## src/rtl/event_stats_bank.sv

```systemverilog
// Bank of per-channel event counters with sticky overflow flags and an
// atomic snapshot (optionally read-and-clear) of all live counts.
module event_stats_bank #(
  parameter int NCH      = 4,
  parameter int CW       = 8,
  parameter int SATURATE = 0
) (
  input  logic              clk,
  input  logic              rst,
  input  logic [NCH-1:0]    ev,
  input  logic              en,
  input  logic [NCH-1:0]    clr,
  input  logic              snap,
  input  logic              snap_clr,
  output logic [NCH*CW-1:0] live,
  output logic [NCH*CW-1:0] shot,
  output logic [NCH-1:0]    ovf,
  output logic              shot_vld,
  output logic              shot_stb
);

  localparam logic [CW-1:0] CNT_MAX = {CW{1'b1}};
  localparam logic [CW-1:0] CNT_ONE = CW'(1);

  logic wipe;
  logic shot_vld_reg;
  logic shot_stb_reg;

  assign wipe = snap & snap_clr;

  genvar gi;
  generate
    for (gi = 0; gi < NCH; gi++) begin : g_ch
      logic [CW-1:0] cnt_reg;
      logic [CW-1:0] cnt_next;
      logic [CW-1:0] shot_reg;
      logic          ovf_reg;
      logic          ovf_next;
      logic          inc;

      assign inc = ev[gi] & en;

      // A clear (per-channel or snapshot wipe) still admits this cycle's event.
      always_comb begin
        cnt_next = cnt_reg;
        ovf_next = ovf_reg;
        if (clr[gi] || wipe) begin
          cnt_next = inc ? CNT_ONE : '0;
          if (clr[gi]) ovf_next = 1'b0;
        end else if (inc) begin
          if (cnt_reg == CNT_MAX) begin
            ovf_next = 1'b1;
            if (SATURATE == 0) cnt_next = '0;
          end else begin
            cnt_next = cnt_reg + CNT_ONE;
          end
        end
      end

      // Snapshot captures the pre-update value, so a snap-cycle event lands only in live.
      always_ff @(posedge clk or posedge rst) begin
        if (rst) begin
          cnt_reg  <= '0;
          ovf_reg  <= 1'b0;
          shot_reg <= '0;
        end else begin
          cnt_reg <= cnt_next;
          ovf_reg <= ovf_next;
          if (snap) shot_reg <= cnt_reg;
        end
      end

      assign live[gi*CW +: CW] = cnt_reg;
      assign shot[gi*CW +: CW] = shot_reg;
      assign ovf[gi]           = ovf_reg;
    end
  endgenerate

  always_ff @(posedge clk or posedge rst) begin
    if (rst) begin
      shot_vld_reg <= 1'b0;
      shot_stb_reg <= 1'b0;
    end else begin
      shot_stb_reg <= snap;
      if (snap) shot_vld_reg <= 1'b1;
    end
  end

  assign shot_vld = shot_vld_reg;
  assign shot_stb = shot_stb_reg;

endmodule

```

## config.mk

```make
export PLATFORM = sky130hd
export DESIGN_NAME = event_stats_bank
export DESIGN_NICKNAME = d
export VERILOG_FILES = /design/src/rtl/event_stats_bank.sv
export SDC_FILE = /design/constraint.sdc
export NUM_CORES = 1
export LEC_CHECK = 0
export CAP_MARGIN = 20
export CORE_MARGIN = 10
export CORE_UTILIZATION = 48
export CTS_CLUSTER_SIZE = 40
export DETAILED_ROUTE_END_ITERATION = 10
export PLACE_DENSITY = 0.76
export SLEW_MARGIN = 20
export SYNTH_ARGS = -nofsm -noshare
export SYNTH_HDL_FRONTEND = slang
export SYNTH_SLANG_ARGS = --single-unit
```

## constraint.sdc

```tcl
create_clock -name clk -period 2.9 [get_ports clk]
set_input_delay 0.58 -clock clk [delete_from_list [all_inputs] [get_ports clk]]
set_output_delay 0.58 -clock clk [all_outputs]
set_load 0.05 [all_outputs]
```

==> impl_metrics.yaml, run 1 <==
outcome:
  outcome: "finished clean"
sta:
  setup_tns_ns: 0
  period_minus_slack_ns: 2.34
  clock_skew_ns: 0.00638
  fmax_mhz: 427
  setup_viol: 0
  max_slew_margin_pct: 65.1
  slew_violations: 0
  rsz0062_at_grt: "no"
  tightest_slew_ns: 0.522
  hold_viol_final: 0
  period_share_pct: 80.8
clock_network:
  cts_max_level: 3
  cts_root_buffer: "clkbuf_8"
  cts_sinks: 70
  cts_buffer_depth: 2
  insertion_delay_ns: 0.34
  ctsResizeCount: 0
  cts_setup_buffers: 0
  ctsHoldBuffers: 0
  cts_buffers: 9
  cts_tree: "built"
  path_clk_slew_ns: 0.07
finish:
  final_nets: 379
  drive_above_1_share_pct: 16.9
  synthToLayoutAreaGrowth_pct: 33.5
  antenna_cells: 0
  final_cells: 443
power:
  p_leak_nw: 1.82
  seq_power_share_pct: 52.3
  switching_share_pct: 26.7
  intPower_mw: 1.41
  p_per_area_nw_per_um2: 458
  p_sw_uw: 514
  clockPowerShare_pct: 36.4
  ir_worst_vdd_mv: 0.294
  power_mw: 1.93
  p_comb_share_pct: 11.3
worst_setup_path:
  startpoint_type: "register"
  required_ns: 2.32
  cp-startpoint: "g_ch[2].cnt_reg[2]$_DFFE_PP0P_"
  reg2reg_from: "g_ch[3].cnt_reg[0]$_DFFE_PP0P_"
  arrival_ns: 1.76
  end_kind: "output pin"
  cp_top_family: "buffers and inverters"
  path_buf_inv: 1
  crit_chain: "clkdlybuf4s50_1"
  critPathSlowestCell: "clkdlybuf4s50_1"
  crit_fanout: 8
  worstSetupPathType: "reg2out"
  critPathMaxStageDelay_ns: 0.88
min_path:
  min_from: "shot_vld$_DFFE_PP0P_"
  min_path_type: "reg2reg"
synthesis:
  ys_types: 39
  synth_fa_ha_area_share_pct: 1.59
  synth_xor_area_share_pct: 4.99
  yosys.area_share.simple_pct: 15.5
  synth_warnings: 0
  synthMuxAreaShare_pct: 11.4
  syn_nets: 293
  synth_area_leaders: "dfrtp_1, mux2_2, nor2_1"
  yosysTopAreaCellShare_pct: 55.5
  syn_inst: 276
  synth-compound-area-share_pct: 8.05
  synthesis.area_sq_um: 3160
  synth-seq-area-share_pct: 55.5
  ys_ff_latch: 70
  synth.largest_area_cell: "dfrtp_1"
  synth_top_family_by_area: "simple AND/OR/NAND/NOR gates"
  syn_area_per_cell_sq_um: 11.4
floorplan:
  io_pins: 83
  die_h_um: 101
  dieArea_sq_um: 10200
  initial_core_util_pct: 49.4
  coreArea_sq_um: 6390
  die_w_um: 101
  fp-row-count: 29
detailed_routing:
  routed_wl_mm: 7.67
  wl_per_cell_um: 17.3
  vias: 2511
  viasPerCell: 5.67
  drt-initial-drc-count: 71
  drt_pass1_iterations: 5
  antenna_left: 0
  drc: 0
global_route:
  grt_pass1_wl_mm: 12.3
  overflow: 0
  first_global_vias: 2411
  grt_usage_pct: 14.9
  antenna_found_initial: 0
  grt_max_degree: 36
placed_design:
  dp_cells: 428
  hpwl_mm: 5.50
  place.gp.congestion: 0.851
  port_buffers: 82
run:
  maxCapViolCount: 0
## cell usage after synthesis
cell and n:
xor2_1 8, a31oi_1 1, a221oi_2 2, ha_1 4, and4_1 1, nor4b_2 1, or2_2 1, inv_1 6
nor4_1 1, buf_2 5, buf_4 6, o211ai_1 1, nor2_1 28, o41ai_1 1, a211oi_2 1, a311oi_1 1
o21ai_0 5, a21oi_1 15, nand2_1 20, nand2b_1 5, and3_1 3, and4_2 1, nand4_1 8, o21bai_1 1
nor3b_1 2, or3_1 1, xnor2_1 10, mux2_2 32, o221a_2 2, nand3_1 18, dfrtp_1 70, nand2_2 1
nor3_1 6, and2_1 1, and4b_1 1, o32ai_1 2, o22ai_1 2, a41o_1 1, a32o_1 1
## logic make-up (layout without fill, tap and decap cells)
| family | after synthesis | after routing |
|---|---|---|
| xor gates and xnor gates | 18 | 18 |
| buffers and inverters | 17 | 107 |
| muxes | 32 | 32 |
| DFF | 70 | 70 |
| AOI/OAI and AO/OA | 36 | 36 |
| adders and majority gates | 4 | 4 |
| and+or+nand+nor | 99 | 99 |
## final cells by class
| type | count | area (sq um) |
|---|---|---|
| clock buffers | 11 | 151 |
| clock inverters | 4 | 22.5 |
| fillers | 503 | 2170 |
| inverters | 6 | 22.5 |
| multi-input cells | 189 | 1310 |
| flip-flops and latches | 70 | 1750 |
| well taps | 77 | 96.3 |
| repair buffers | 86 | 858 |
## cell usage in the layout (no fill, tap or decap), drive strengths merged, types with 3 or more instances in the layout
cell,count
clkdlybuf4s50,81
xnor2,10
nand3,18
mux2,32
nand4,8
clkinv,3
a21oi,15
xor2,8
o21ai,5
nand2,21
ha,4
nor3,6
inv,6
nor2,28
buf,5
and3,3
dfrtp,70
nand2b,5
clkbuf,11
## worst paths after layout
check | endpoint | cells past startpoint | slack (ns)
setup / recovery | live[18] | 1 | 0.56
hold / removal | shot_vld$_DFFE_PP0P_ | 1 | 0.47
setup reg to reg | g_ch[3].cnt_reg[6]$_DFFE_PP0P_ | 5 | 1.43
hold reg to reg | shot_vld$_DFFE_PP0P_ | 1 | 0.47
max in group asynchronous | g_ch[3].ovf_reg$_DFFE_PP0P_ | 3 | 1.71
min in group asynchronous | g_ch[0].ovf_reg$_DFFE_PP0P_ | 2 | 0.59
## per-stage QoR
step / setup slack, ns / util, % / cell area (sq um) / hold WS (ns)
2_1_floorplan: 0.552 / - / 3160 / 0.452
3_3_place_gp: 0.680 / 63.3 / 4040 / 0.453
3_5_place_dp: 0.614 / 63.3 / 4040 / 0.450
5_1_grt: 0.499 / 66.0 / 4220 / 0.490
6_report: 0.557 / 66.0 / 4220 / 0.469
4_1_cts: 0.567 / 66.0 / 4220 / 0.471
## power groups by stage
| stage | registers, mW | clock network (mW) | logic, mW |
|---|---|---|---|
| global placement | 1.03 | 0 | 0.216 |
| finish | 1.01 | 0.703 | 0.218 |
| CTS | 1.01 | 0.728 | 0.221 |
| global route | 1.01 | 0.765 | 0.233 |
| detailed placement | 1.03 | 0 | 0.220 |
| floorplan | 1.08 | 0 | 0.0774 |
## metal layers
layer	track usage [%]	vias up	part of all wire, %
met5	0	-	0
met4	6.97	0	1.6
met3	6.31	14	9.1
met2	22.0	80	48
met1	18.3	1264	42
li1	-	1153	-
(Power assumes the default switching activity.)
==> run 2, diff against run 1 <==
==> constraint.sdc (replaced) <==
create_clock -name clk -period 2.4 [get_ports clk]
set_input_delay 0.48 -clock clk [delete_from_list [all_inputs] [get_ports clk]]
set_output_delay 0.48 -clock clk [all_outputs]
set_load 0.05 [all_outputs]
==> run 2 against run 1 <==
Effect of this change: total power up 20%; hold slack got worse by 0.0072 ns; clock power is 18% higher; worst setup slack lost 0.38 ns; design area is essentially flat; routed wire length decreased by 0.35%; sequential share of layout area is essentially flat; critical endpoint unchanged; largest cell class unchanged; largest power group unchanged.
==> impl_metrics.yaml, run 2 (synthesis results as in run 1) <==
sta:
  fin_ws_ns: 0.177
  hold_viol_final: 0
  period_minus_slack_ns: 2.22
  clock_skew_ns: 0.00793
  slew_violations: 0
  max_slew_margin_pct: 63.7
  whs_ns: 0.462
  tightest_slew_ns: 0.543
  fmax_mhz: 450
  period_share_pct: 92.6
  setup_viol: 0
  setup_tns_ns: 0
  rsz0062_at_grt: "no"
worst_setup_path:
  worstSetupPathType: "reg2out"
  required_ns: 1.92
  crit_fanout: 8
  rr_endpoint: "g_ch[2].cnt_reg[5]$_DFFE_PP0P_"
  cp_top_family: "buffers and inverters"
  crit_chain: "clkdlybuf4s50_1"
  startpoint_type: "register"
  end_kind: "output pin"
  reg2reg_from: "g_ch[2].cnt_reg[1]$_DFFE_PP0P_"
  reg2reg_slack_ns: 0.92
  rr_worst_depth: 4
  path_buf_inv: 1
  arrival_ns: 1.74
  critPathSlowestCell: "clkdlybuf4s50_1"
  critPathMaxStageDelay_ns: 0.88
finish:
  antenna_cells: 0
  register_area_sq_um: 1750
  drive_above_1_share_pct: 16.8
  synthToLayoutAreaGrowth_pct: 33.6
  multi_input_area_sq_um: 1310
  final_cells: 445
  layout_common_cells: "clkdlybuf4s50_1, dfrtp_1, mux2_2"
  final_nets: 380
  final.fill_count: 488
  final_common_cell: "clkdlybuf4s50_1"
  stdcell_area_sq_um: 4220
  final_util_pct: 66.0
clock_network:
  ctsHoldBuffers: 0
  path_clk_slew_ns: 0.07
  cts_max_level: 3
  cts_root_buffer: "clkbuf_8"
  insertion_delay_ns: 0.34
  ctsResizeCount: 0
  cts_tree: "built"
  cts_buffers: 9
  cts_buffer_depth: 2
  cts_sinks: 70
  cts_setup_buffers: 0
min_path:
  min_from: "shot_vld$_DFFE_PP0P_"
  holdPathStages: 1
  hold_end: "shot_vld$_DFFE_PP0P_"
  min_path_type: "reg2reg"
floorplan:
  dieArea_sq_um: 10200
  die_h_um: 101
  initial_core_util_pct: 49.4
  fp-row-count: 29
  coreArea_sq_um: 6390
  io_pins: 83
  die_w_um: 101
placed_design:
  placed_area_sq_um: 4050
  dp_cells: 429
  place.gp.congestion: 0.869
  port_buffers: 82
  place_ws_ns: 0.180
  hpwl_mm: 5.44
detailed_routing:
  drt_pass1_iterations: 4
  antenna_left: 0
  wl_per_cell_um: 17.2
  vias: 2433
  drt-initial-drc-count: 46
  drc: 0
  routed_wl_mm: 7.64
  viasPerCell: 5.47
power:
  power_mw: 2.31
  ir_worst_vdd_mv: 0.346
  p_per_area_nw_per_um2: 548
  p_leak_nw: 1.82
global_route:
  first_global_vias: 2478
  antenna_found_initial: 0
  overflow: 0
  grt_max_degree: 71
  grt_pass1_wl_mm: 12.6
  grt_usage_pct: 15.2
run:
  maxCapViolCount: 0
outcome:
  outcome: "finished clean"
## run 2: changes by cell type in the layout (fill, tap and decap cells not counted)
| cell | before | now |
|---|---|---|
| buf_4 | 3 | 4 |
| clkbuf_1 | 0 | 2 |
| clkbuf_8 | 11 | 10 |
## run 2: worst max-delay path by stage
stage	slack, ns	from	depth (start not counted)	to
floorplan	0.15	rst	1	g_ch[0].cnt_reg[0]$_DFFE_PP0P_
global placement	0.22	en	5	g_ch[0].cnt_reg[5]$_DFFE_PP0P_
detailed placement	0.18	en	5	g_ch[0].cnt_reg[5]$_DFFE_PP0P_
CTS	0.16	g_ch[2].cnt_reg[2]$_DFFE_PP0P_	1	live[18]
global route	0.12	g_ch[2].cnt_reg[2]$_DFFE_PP0P_	1	live[18]
finish	0.18	g_ch[2].cnt_reg[2]$_DFFE_PP0P_	1	live[18]
## run 2: power by group
group	leakage (nW)	internal, mW	total [mW]	switching [mW]
combinational	0.770	0.0924	0.266	0.174
sequential	0.960	1.20	1.22	0.0172
clock	0.0861	0.399	0.830	0.431
## run 2: per-layer routing
metal	global-route usage, %	wire length [um]
met1	18.5	3270
met4	6.43	123
met5	0	0
met3	5.49	573
met2	23.8	3680
## run 2: layout make-up
type | instances | area share [%]
Inverter | 6 | 0.534
Clock buffer | 12 | 3.44
Clock inverter | 4 | 0.534
Timing Repair Buffer | 87 | 20.5
Tap cell | 77 | 2.28
Sequential cell | 70 | 41.5
Multi-Input combinational cell | 189 | 31.1
## run 2: worst reg2reg max path, delay by kind of cell, from the launching register on
| kind | cells | cell delay [ns] |
|---|---|---|
| compound gates | 1 | 0.35 |
| fa+ha+maj | 1 | 0.30 |
| flops | 1 | 0.43 |
| simple gates | 2 | 0.27 |
==> run 3, diff against run 2 <==
--- a/config.mk
+++ b/config.mk
@@ -6,11 +6,11 @@
 export NUM_CORES = 1
 export LEC_CHECK = 0
 export CAP_MARGIN = 20
-export CORE_MARGIN = 10
+export CORE_MARGIN = 4
 export CORE_UTILIZATION = 48
 export CTS_CLUSTER_SIZE = 40
 export DETAILED_ROUTE_END_ITERATION = 10
-export PLACE_DENSITY = 0.76
+export PLACE_DENSITY = 0.79
 export SLEW_MARGIN = 20
 export SYNTH_ARGS = -nofsm -noshare
 export SYNTH_HDL_FRONTEND = slang
==> run 3 against run 2 <==
Effect of this change: first-iteration DRC count up 41%; sequential share of layout area barely moved; sequential power about the same; fmax about the same; design area hardly changed; largest power group unchanged.
==> impl_metrics.yaml, run 3 (synthesis results as in run 1) <==
outcome:
  outcome: "finished clean"
detailed_routing:
  drt-initial-drc-count: 65
  vias: 2474
  routed_wl_mm: 7.12
  antenna_left: 0
  viasPerCell: 5.60
  drt_pass1_iterations: 4
  wl_per_cell_um: 16.1
  drc: 0
power:
  p_per_area_nw_per_um2: 556
  seq_power_share_pct: 52.0
  p_sw_uw: 607
  clockPowerShare_pct: 36.9
  intPower_mw: 1.74
  p_comb_share_pct: 11.1
  power_mw: 2.35
  switching_share_pct: 25.9
  ir_worst_vdd_mv: 0.368
  p_leak_nw: 1.82
global_route:
  grt_max_degree: 71
  grt_pass1_wl_mm: 11.9
  first_global_vias: 2434
  antenna_found_initial: 0
  overflow: 0
  grt_usage_pct: 19.4
worst_setup_path:
  reg2reg_slack_ns: 0.92
  cp_top_family: "buffers and inverters"
  crit_fanout: 8
  endpoint: "live[26]"
  rr_worst_depth: 5
  arrival_ns: 1.74
  path_buf_inv: 1
  cp-startpoint: "g_ch[3].cnt_reg[2]$_DFFE_PP0P_"
  critPathMaxStageDelay_ns: 0.87
  worstSetupPathType: "reg2out"
  required_ns: 1.92
  startpoint_type: "register"
  crit_chain: "clkdlybuf4s50_1"
  reg2reg_from: "g_ch[3].cnt_reg[0]$_DFFE_PP0P_"
  end_kind: "output pin"
  rr_endpoint: "g_ch[3].cnt_reg[0]$_DFFE_PP0P_"
  critPathSlowestCell: "clkdlybuf4s50_1"
  cp_num_cells: 1
placed_design:
  place_ws_ns: 0.351
  dp_cells: 428
  port_buffers: 82
  placed_area_sq_um: 4040
  hpwl_mm: 4.93
  place.gp.congestion: 0.878
finish:
  final_cells: 442
  layout_common_cells: "clkdlybuf4s50_1, dfrtp_1, mux2_2"
  synthToLayoutAreaGrowth_pct: 33.5
  final_util_pct: 66.4
  antenna_cells: 0
  final_common_cell: "clkdlybuf4s50_1"
  drive_above_1_share_pct: 16.4
  stdcell_area_sq_um: 4220
  final_nets: 379
sta:
  fmax_mhz: 450
  setup_viol: 0
  clock_skew_ns: 0.00612
  rsz0062_at_grt: "no"
  hold_viol_final: 0
  fin_ws_ns: 0.179
  whs_ns: 0.498
  slew_violations: 0
  max_slew_margin_pct: 64.5
  period_minus_slack_ns: 2.22
  tightest_slew_ns: 0.530
  setup_tns_ns: 0
  period_share_pct: 92.5
clock_network:
  insertion_delay_ns: 0.35
  cts_setup_buffers: 0
  cts_sinks: 70
  ctsResizeCount: 0
  cts_buffer_depth: 2
  cts_max_level: 3
  path_clk_slew_ns: 0.07
  cts_root_buffer: "clkbuf_8"
  ctsHoldBuffers: 0
  cts_tree: "built"
  cts_buffers: 9
min_path:
  min_path_type: "reg2reg"
  holdPathStages: 2
floorplan:
  die_h_um: 89.1
  coreArea_sq_um: 6350
  die_w_um: 89.1
  initial_core_util_pct: 49.7
  io_pins: 83
  fp-row-count: 29
  dieArea_sq_um: 7940
run:
  maxCapViolCount: 0
run 3: changes by cell type in the layout (fill, tap and decap cells not counted), sizes merged:
cell	before	now
clkbuf	12	13
buf	6	5
clkinvlp	1	0
clkinv	3	1
run 3: cell type report:
cell class | count | area [sq um]
fill | 484 | 2130
sequential | 70 | 1750
multi-input combinational | 189 | 1310
timing repair buffer | 86 | 858
clock buffer | 13 | 169
tap | 77 | 96.3
inverter | 6 | 22.5
clock inverter | 1 | 5.00
run 3: power by group through the flow:
stage,combinational (mW),sequential [mW],clock (mW)
3_3_place_gp,0.259,1.24,0
2_1_floorplan,0.0935,1.31,0
3_5_place_dp,0.264,1.24,0
4_1_cts,0.264,1.22,0.890
5_1_grt,0.282,1.22,0.932
6_report,0.261,1.22,0.865
run 3: worst min path at each step:
stage / start / to / slack (ns)
floorplan: g_ch[3].ovf_reg$_DFFE_PP0P_ / g_ch[3].ovf_reg$_DFFE_PP0P_ / 0.45
global placement: shot_vld$_DFFE_PP0P_ / shot_vld$_DFFE_PP0P_ / 0.47
detailed placement: g_ch[3].ovf_reg$_DFFE_PP0P_ / g_ch[3].ovf_reg$_DFFE_PP0P_ / 0.48
CTS: shot_vld$_DFFE_PP0P_ / shot_vld$_DFFE_PP0P_ / 0.51
global route: g_ch[2].shot_reg[7]$_DFFE_PP0P_ / g_ch[2].shot_reg[7]$_DFFE_PP0P_ / 0.52
finish: g_ch[3].ovf_reg$_DFFE_PP0P_ / g_ch[3].ovf_reg$_DFFE_PP0P_ / 0.50
run 3: per-layer routing:
| layer | global-route usage, % | part of all wire (%) | vias up |
|---|---|---|---|
| met5 | 0 | 0 | - |
| met4 | 9.20 | 1.8 | 0 |
| met3 | 4.88 | 6.5 | 12 |
| met2 | 30.1 | 48 | 95 |
| met1 | 25.6 | 44 | 1217 |
| li1 | - | - | 1150 |
